==> src/rtl/ascon_ct_decrypt.sv <==
// ---------------------------------------------------------------------------
// ascon_ct_decrypt
//
// Ciphertext-processing stage of the ASCON decryption path. It loads the
// 320-bit state after associated-data absorption and domain separation, then
// consumes 64-bit ciphertext words over a valid/ready stream. For each word it
// returns the recovered plaintext (x0 ^ ct) and replaces the rate word x0 with
// the ciphertext. Between words it runs a ROUNDS-round permutation, one round
// per clock. After the last word no permutation is run; the state is
// presented on y0..y4 with done=1 for the finalization stage.
//
// Ports
//   clk, rst_n          clock, asynchronous active-low reset
//   start               load s0..s4 and begin (honoured in IDLE/DONE only)
//   s0..s4              initial state words
//   ct_valid/ct_ready   ciphertext stream handshake
//   ct_data, ct_last    ciphertext word and final-word marker
//   pt_valid/pt_ready   plaintext stream handshake
//   pt_data             plaintext word, stable while pt_valid=1
//   done                ciphertext phase complete, y0..y4 valid
//   y0..y4              current state words (meaningful while done=1)
// ---------------------------------------------------------------------------
module ascon_ct_decrypt #(
    parameter int ROUNDS = 6
) (
    input  logic        clk,
    input  logic        rst_n,
    input  logic        start,
    input  logic [63:0] s0,
    input  logic [63:0] s1,
    input  logic [63:0] s2,
    input  logic [63:0] s3,
    input  logic [63:0] s4,
    input  logic        ct_valid,
    output logic        ct_ready,
    input  logic [63:0] ct_data,
    input  logic        ct_last,
    output logic        pt_valid,
    input  logic        pt_ready,
    output logic [63:0] pt_data,
    output logic        done,
    output logic [63:0] y0,
    output logic [63:0] y1,
    output logic [63:0] y2,
    output logic [63:0] y3,
    output logic [63:0] y4
);

    // Round index of the first round is 12-ROUNDS; the last round uses rnd=ROUNDS-1.
    localparam logic [3:0] RC_BASE  = 4'(12 - ROUNDS);
    localparam logic [2:0] RND_LAST = 3'(ROUNDS - 1);

    typedef enum logic [2:0] {
        ST_IDLE    = 3'd0,
        ST_WAIT_CT = 3'd1,
        ST_PT_HOLD = 3'd2,
        ST_PERM    = 3'd3,
        ST_DONE    = 3'd4
    } state_t;

    state_t state_r;
    state_t state_s;

    logic [63:0] x0_r;
    logic [63:0] x1_r;
    logic [63:0] x2_r;
    logic [63:0] x3_r;
    logic [63:0] x4_r;
    logic [2:0]  rnd_r;
    logic        last_r;
    logic [63:0] pt_data_r;
    logic        ct_ready_r;
    logic        pt_valid_r;
    logic        done_r;

    logic            start_ok_s;
    logic            ct_fire_s;
    logic            pt_fire_s;
    logic [3:0]      rc_idx_s;
    logic [7:0]      rc_s;
    logic [4:0][63:0] round_s;

    // 64-bit rotate right by a constant amount.
    function automatic logic [63:0] rotr64(input logic [63:0] v, input int n);
        return (v >> n) | (v << (64 - n));
    endfunction

    // One ASCON round: constant addition, bit-sliced S-box, linear diffusion.
    // Index k of the packed array holds state word xk.
    function automatic logic [4:0][63:0] ascon_round(input logic [4:0][63:0] x,
                                                     input logic [7:0] c);
        logic [4:0][63:0] a;
        logic [4:0][63:0] t;
        a = x;
        a[2][7:0] = a[2][7:0] ^ c;
        a[0] = a[0] ^ a[4];
        a[4] = a[4] ^ a[3];
        a[2] = a[2] ^ a[1];
        t[0] = ~a[0] & a[1];
        t[1] = ~a[1] & a[2];
        t[2] = ~a[2] & a[3];
        t[3] = ~a[3] & a[4];
        t[4] = ~a[4] & a[0];
        a[0] = a[0] ^ t[1];
        a[1] = a[1] ^ t[2];
        a[2] = a[2] ^ t[3];
        a[3] = a[3] ^ t[4];
        a[4] = a[4] ^ t[0];
        a[1] = a[1] ^ a[0];
        a[0] = a[0] ^ a[4];
        a[3] = a[3] ^ a[2];
        a[2] = ~a[2];
        a[0] = a[0] ^ rotr64(a[0], 19) ^ rotr64(a[0], 28);
        a[1] = a[1] ^ rotr64(a[1], 61) ^ rotr64(a[1], 39);
        a[2] = a[2] ^ rotr64(a[2], 1)  ^ rotr64(a[2], 6);
        a[3] = a[3] ^ rotr64(a[3], 10) ^ rotr64(a[3], 17);
        a[4] = a[4] ^ rotr64(a[4], 7)  ^ rotr64(a[4], 41);
        return a;
    endfunction

    // Round constant ((15-i)<<4)|i for the current round index i.
    always_comb begin
        rc_idx_s = RC_BASE + {1'b0, rnd_r};
        rc_s     = {4'd15 - rc_idx_s, rc_idx_s};
    end

    assign round_s = ascon_round({x4_r, x3_r, x2_r, x1_r, x0_r}, rc_s);

    // Handshake and control qualifiers.
    always_comb begin
        start_ok_s = start && ((state_r == ST_IDLE) || (state_r == ST_DONE));
        ct_fire_s  = (state_r == ST_WAIT_CT) && ct_valid;
        pt_fire_s  = (state_r == ST_PT_HOLD) && pt_ready;
    end

    // Next-state logic.
    always_comb begin
        state_s = state_r;
        case (state_r)
            ST_IDLE, ST_DONE: begin
                if (start) state_s = ST_WAIT_CT;
                else       state_s = state_r;
            end
            ST_WAIT_CT: begin
                if (ct_valid) state_s = ST_PT_HOLD;
                else          state_s = ST_WAIT_CT;
            end
            ST_PT_HOLD: begin
                if (pt_ready) state_s = last_r ? ST_DONE : ST_PERM;
                else          state_s = ST_PT_HOLD;
            end
            ST_PERM: begin
                if (rnd_r == RND_LAST) state_s = ST_WAIT_CT;
                else                   state_s = ST_PERM;
            end
            default: state_s = ST_IDLE;
        endcase
    end

    // State register.
    always_ff @(posedge clk or negedge rst_n) begin
        if (!rst_n) state_r <= ST_IDLE;
        else        state_r <= state_s;
    end

    // Datapath and registered stream/status flags.
    always_ff @(posedge clk or negedge rst_n) begin
        if (!rst_n) begin
            x0_r       <= 64'd0;
            x1_r       <= 64'd0;
            x2_r       <= 64'd0;
            x3_r       <= 64'd0;
            x4_r       <= 64'd0;
            rnd_r      <= 3'd0;
            last_r     <= 1'b0;
            pt_data_r  <= 64'd0;
            ct_ready_r <= 1'b0;
            pt_valid_r <= 1'b0;
            done_r     <= 1'b0;
        end else begin
            // Flags follow the state being entered so they line up with it.
            ct_ready_r <= (state_s == ST_WAIT_CT);
            pt_valid_r <= (state_s == ST_PT_HOLD);
            done_r     <= (state_s == ST_DONE);
            if (start_ok_s) begin
                x0_r <= s0;
                x1_r <= s1;
                x2_r <= s2;
                x3_r <= s3;
                x4_r <= s4;
            end else if (ct_fire_s) begin
                pt_data_r <= x0_r ^ ct_data;
                x0_r      <= ct_data;
                last_r    <= ct_last;
            end else if (state_r == ST_PERM) begin
                x0_r  <= round_s[0];
                x1_r  <= round_s[1];
                x2_r  <= round_s[2];
                x3_r  <= round_s[3];
                x4_r  <= round_s[4];
                rnd_r <= rnd_r + 3'd1;
            end else if (pt_fire_s) begin
                rnd_r <= 3'd0;
            end
        end
    end

    assign ct_ready = ct_ready_r;
    assign pt_valid = pt_valid_r;
    assign pt_data  = pt_data_r;
    assign done     = done_r;
    assign y0       = x0_r;
    assign y1       = x1_r;
    assign y2       = x2_r;
    assign y3       = x3_r;
    assign y4       = x4_r;

endmodule

==> config.mk <==
export PLATFORM = sky130hd
export DESIGN_NAME = ascon_ct_decrypt
export DESIGN_NICKNAME = d
export VERILOG_FILES = /design/src/rtl/ascon_ct_decrypt.sv
export SDC_FILE = /design/constraint.sdc
export NUM_CORES = 2
export LEC_CHECK = 0
export CORE_AREA = 2 2 300 302
export CTS_BUF_LIST = sky130_fd_sc_hd__clkbuf_16
export DETAILED_ROUTE_END_ITERATION = 8
export DIE_AREA = 0 0 302 304
export PLACE_DENSITY_LB_ADDON = 0.1
export SLEW_MARGIN = 20
export SYNTH_ARGS = -nofsm -noshare
export SYNTH_HDL_FRONTEND = slang
export SYNTH_SLANG_ARGS = --single-unit
export TNS_END_PERCENT = 10
==> constraint.sdc <==
create_clock -name clk -period 3.38 [get_ports clk]
set_input_delay 0.507 -clock clk [delete_from_list [all_inputs] [get_ports clk]]
set_output_delay 0.507 -clock clk [all_outputs]
set_load 0.005 [all_outputs]
==> Word-level counts from Yosys, hierarchy flattened <==
Cells that the tools add are included.
{ "word_totals": {"reg_bits": 394, "input_bits": 390, "out_inout_bits": 387, "wordCells": 105} }
{ "op_classes": {"add_sub_neg": 3, "eq_ne": 9, "mux": 23, "n_bitwise": 46, "reduce_logical": 12} }
{ "ops": {"columns": ["cell", "n"], "rows": [
  ["$xor A64 B64 Y64", 22],
  ["$mux W64", 15],
  ["$not A64 Y64", 6],
  ["$and A64 B64 Y64", 5],
  ["$or A23 B64 Y64", 1],
  ["$or A25 B64 Y64", 1],
  ["$or A3 B64 Y64", 1],
  ["$or A36 B64 Y64", 1],
  ["$or A45 B64 Y64", 1],
  ["$or A47 B64 Y64", 1],
  ["$or A54 B64 Y64", 1],
  ["$or A57 B64 Y64", 1],
  ["$or A58 B64 Y64", 1],
  ["$or A63 B64 Y64", 1],
  ["$mux W3", 5],
  ["$pmux W3 S4", 1],
  ["$eq A3 B2 Y1 const B", 3],
  ["$eq A3 B3 Y1 const B", 3],
  ["$xor A8 B8 Y8", 1],
  ["$eq A3 B1 Y1 const B", 2],
  ["$add A3 B3 Y4 const A", 1],
  ["$mux W2", 2],
  ["$reduce_and A2 Y1", 2],
  ["$reduce_bool A2 Y1", 2],
  ["other kinds (10)", 13]
]} }

==> Depth between registers and ports, before layout <==
{ "depth": {"depth_word": 14, "mapped_depth": 10, "depth_no_buf": 10} }

==> Worst setup path after synthesis <==
Ideal clock, no wire load.
{ "synth_path": {"path_kind": "register to register", "start": "register rnd_r[1]", "end": "register x3_r[2], in the netlist y3[2]", "setup_ns": 0.133, "t_arrival_ns": 2.231, "t_required_ns": 3.247, "slack_ns": 1.016, "stages_incl_launch_ff": 10, "path_buffers": 0, "synth_period_minus_slack_ns": 2.364, "path_cell_list": "dfrtp_1 inv_1 ha_1 xnor2_1 ha_1 xnor2_1 xnor2_1 xnor2_1 xnor2_1 o21ai_0"} }
{ "synth_between": {"elab_chain_len": 10} }
{ "synth_rtl": {"columns": ["item", "line_no", "source"], "rows": [
  ["start: declaration", "69", "logic [2:0] rnd_r;"],
  ["start signal: assignment", "201", "rnd_r <= rnd_r + 3'd1;"],
  ["$add A3 B3 Y4", "123", "rc_idx_s = RC_BASE + {1'b0, rnd_r};"],
  ["$xor A8 B8 Y8", "95", "a[2][7:0] = a[2][7:0] ^ c;"],
  ["$xor A64 B64 Y64", "98", "a[2] = a[2] ^ a[1];"],
  ["$xor A64 B64 Y64", "106", "a[2] = a[2] ^ t[3];"],
  ["$xor A64 B64 Y64", "111", "a[3] = a[3] ^ a[2];"],
  ["$xor A64 B64 Y64 (2 in series)", "116", "a[3] = a[3] ^ rotr64(a[3], 10) ^ rotr64(a[3], 17);"],
  ["$mux W64", "195", "end else if (state_r == ST_PERM) begin"],
  ["$mux W64", "191", "end else if (ct_fire_s) begin"],
  ["$mux W64", "185", "if (start_ok_s) begin"],
  ["end signal: assignment", "199", "x3_r <= round_s[3];"],
  ["end: declaration", "67", "logic [63:0] x3_r;"]
]} }
No other way between the ends. The select of a mux whose other input is x is not followed.
A chain may end at the register's enable or synchronous reset.

==> Final worst setup path <==
{ "layout_path": {"start": "register rnd_r[1]", "end": "register x0_r[42], in the netlist y0[42]"} }
{ "layout_between": {"elab_chain_len": 12} }
{ "layout_rtl": {"columns": ["item", "line_no", "source"], "rows": [
  ["$add A3 B3 Y4", "123", null],
  ["$sub A4 B4 Y4", "124", "rc_s = {4'd15 - rc_idx_s, rc_idx_s};"],
  ["$xor A8 B8 Y8", "95", null],
  ["$xor A64 B64 Y64", "98", null],
  ["$and A64 B64 Y64", "100", "t[1] = ~a[1] & a[2];"],
  ["$xor A64 B64 Y64", "104", "a[0] = a[0] ^ t[1];"],
  ["$xor A64 B64 Y64", "110", "a[0] = a[0] ^ a[4];"],
  ["$or A36 B64 Y64", "85", "return (v >> n) | (v << (64 - n));"],
  ["$xor A64 B64 Y64", "113", "a[0] = a[0] ^ rotr64(a[0], 19) ^ rotr64(a[0], 28);"],
  ["$mux W64", "195", null],
  ["$mux W64", "191", null],
  ["$mux W64", "185", null],
  ["end signal: assignment", "193", "x0_r <= ct_data;"],
  ["end signal: assignment", "196", "x0_r <= round_s[0];"],
  ["end: declaration", "64", "logic [63:0] x0_r;"]
]} }
No other way between the ends. The select of a mux whose other input is x is not followed.

==> out/results.tsv <==
stage	metric	value	unit
status	status	finished clean	
worst_setup_path	regToRegSetupSlack	0.31	ns
synthesis	synthXorXnorAreaFrac	34.9	%
timing	slew_viol_final	0	
synthesis	avgSynthCellArea	9.01	um^2
floorplanning	initial_core_util	35.2	%
synthesis	synth_cell_types	36	
clock_network	post_cts_resized	0	
floorplanning	core-area	89000	um^2
worst_setup_path	crit_chain	inv_1 -> ha_1 -> xor2_1 -> ha_1 -> xor2_1 -> xnor2_1 -> xnor2_1 -> xnor2_1 -> a22oi_1	
detailed_routing	routed_wl	179	mm
final_layout	drive_gt1_share	10.8	%
detailed_routing	viasPerCell	5.45	
clock_network	clk_latency	0.63	ns
timing	clock.fmax	0.326	GHz
global_route	grt_pass1_vias	30200	
synthesis	synth_top_area_share	31.4	%
synthesis	synth-simple-area-share	7.40	%
final_layout	synthToLayoutAreaGrowth	41.4	%
timing	fin_crit	3.07	ns
synthesis	syn_inst	3481	
worst_setup_path	end_kind	flip-flop	
worst_setup_path	cp.arrival	3.56	ns
synthesis	ys_warn_count	0	
run	cap_violations	0	
detailed_routing	drc	0	
timing	tns	0	ns
timing	finalSetupViolations	0	
synthesis	ys_seq_elements	394	
floorplanning	die_h	304	um
clock_network	cts_tree	yes	
synthesis	synth_edf_count	0	
clock_network	htreeDepth	2	
clock_network	cts_max_path_buffers	3	
synthesis	async_flop_share	100	%
global_route	antenna_found_initial	13	
detailed_routing	dr.pass1.iters	5	
synthesis	ys_seq_area_share	31.4	%
worst_setup_path	worstSetupStartpointType	flip-flop	
detailed_routing	drtIter0Drc	2854	
worst_setup_path	required	3.87	ns
detailed_routing	ant_nets	0	
synthesis	yosys-top-cells-count	xnor2_1 (786), dfrtp_1 (394), nor2_1 (334)	
clock_network	cts-root-buf	clkbuf_16	
synthesis	syn_area	31400	um^2
hold_path	min-delay-start	s1[1]	
global_route	grt_overflow_total	0	
worst_setup_path	worstPathMaxFanout	5	
clock_network	cts.sinks	394	
synthesis	synth.area.mux_share	1.38	%
timing	relSlewSlack	28.7	%
synthesis	synth_top_family_by_area	XOR/XNOR gates	
placed_design	routabilityCongestion	1.03	
global_route	grtUsageMet3	7.39	%
final_layout	n_fill_cell	8638	
timing	final-hold-violation-count	0	
worst_setup_path	crit_path_frequent_cell	xnor2_1	
synthesis	synth_flop_cell	dfrtp_1	
detailed_routing	wl_per_cell	31.4	um
global_route	gr-usage-met2	61.4	%
timing	skew	0.0256	ns
synthesis	synth_compound_area_share	16.3	%
global_route	gr-usage-all-layers	38.0	%
synthesis	synth_fa_ha_area_share	5.26	%
placed_design	dpl.hpwl	147	mm
synthesis	synth_area_leader_cell	dfrtp_1	
global_route	grt_pass1_wl	244	mm
global_route	met1_usage	48.7	%
synthesis	synth.area.top_cells	dfrtp_1 (31%), xnor2_1 (22%), xor2_1 (8.9%)	
worst_setup_path	slowest_delay	0.81	ns
floorplanning	io_pins	777	
detailed_routing	via_count	31100	
worst_setup_path	regToRegStartpoint	rnd_r[1]$_DFFE_PN0P_	
placed_design	portBuffers	776	
timing	period_share	90.7	%
worst_setup_path	crit_start	rnd_r[1]$_DFFE_PN0P_	
global_route	grt_max_degree	92	
floorplanning	die_w	302	um
timing	worstMarginPinSlew	1.06	ns
synthesis	syn-num-nets	4002	
clock_network	clk_pin_slew	0.07	ns
worst_setup_path	crit_type	reg -> reg	
synthesis	yosysMostFrequentCell	xnor2_1	
hold_path	hold_class	in -> reg	
timing	rsz0062_at_grt	false	
final_layout	layout.nets	5010	
floorplanning	core.rowCount	110	
clock_network	cts_made_buffers	52	
floorplanning	die_area	91800	um^2
worst_setup_path	cp_slowest_cell	xnor2_1	
global_route	busiest_layer	met2	
## per-layer routing
metal	vias to the layer above	part of all wire, %
li1	13700	-
met1	15500	40
met2	1507	46
met3	361	8.3
met4	16	5.6
met5	-	0.059
## cells by family (layout without fill, tap and decap cells)
kind of cell	after synthesis	in the layout
buffers and inverters	273	1321
adder cells (fa/ha/maj)	132	132
XOR/XNOR	1181	1181
other	0	4
AND/OR/NAND/NOR	595	595
multiplexers	43	43
flip-flops	394	394
AO/OA/AOI/OAI	863	863
## area by class of cell
cell class	instances	area (um^2)	share of cell area, %
Sequential cell	394	9860	22.2
Clock buffer	53	1330	2.99
Multi-Input combinational cell	2814	20500	46.2
Clock inverter	41	297	0.669
Tap cell	1176	1470	3.32
Antenna cell	4	10.0	0.0226
Inverter	132	495	1.12
Timing Repair Buffer	1095	10400	23.4
## state kept, by name, indices dropped and copies added (netlist names)
signal	count
pt_data	64
y0	64
y1	64
y2	64
y3	64
y4	64
rnd_r	3
state_r	3
ct_ready	1
done	1
last_r	1
pt_valid	1
## critical path, delay by kind of cell (launching register included)
| kind | cells | cell delay [ns] |
|---|---|---|
| AOI/OAI and AO/OA | 1 | 0.10 |
| xor gates and xnor gates | 5 | 1.68 |
| adders and majority gates | 2 | 0.60 |
| buffers and inverters | 1 | 0.10 |
| DFF | 1 | 0.45 |
## through the flow
step	setup slack, ns	instance area (um^2)	cells	util, %	hold slack, ns
after global routing	0.246	44300	5707	49.8	0.443
after floorplan	1.02	31400	3481	-	0.211
after detailed placement	0.435	42700	5610	48.0	0.489
final	0.314	44300	5709	49.8	0.414
after global placement	0.470	42700	5610	48.0	0.489
after CTS	0.403	44300	5705	49.8	0.391
## path summary, 6_finish.rpt
| kind | to | depth (start not counted) |
|---|---|---|
| max | y0[42]$_DFFE_PN0P_ | 9 |
| min | y1[1]$_DFFE_PN0P_ | 3 |
| max reg2reg | y0[42]$_DFFE_PN0P_ | 9 |
| min reg2reg | pt_data[8]$_DFFE_PN0P_ | 2 |
| max in group asynchronous | pt_data[47]$_DFFE_PN0P_ | 3 |
| min in group asynchronous | pt_data[12]$_DFFE_PN0P_ | 2 |
## placed cells by master (no fill, tap or decap), types with 2 or more instances in the layout
master           netlist  routed
bufinv_16              0       4
o22ai_1               89      89
and2_4                 0       2
mux2i_1               42      42
clkinvlp_4             0       4
nand2_1              225     222
o21ai_1               10      10
clkdlybuf4s50_1        0     775
nor2_4                 0       2
buf_4                  1     300
or2_2                 15      15
diode_2                0       4
a221o_1               38      38
nand2b_1              11      11
a31oi_1                2       2
xor2_2                28      28
clkbuf_16              0      53
xnor2_2               42      43
clkinv_1               0       8
xor2_1               320     320
a21oi_1              246     246
o21ai_0              289     289
clkinv_2               0      14
ha_1                 131     131
nor2_1               334     333
nand2_4                0       3
inv_1                132     142
a22oi_1              187     187
buf_12                 0      18
xnor3_1                5       5
xnor2_1              786     785
dfrtp_1              394     394
## what timing repair did
item                                    in CTS  in global routing
buffers inserted                             0                  0
endpoints found under the hold margin       41                  0
endpoints found under the setup margin       0                  0
hold buffers                                 1                  0
Power is left out: the tool's default activity adds up to more than one toggle a clock period on the data nets, which glitch-free logic cannot reach.
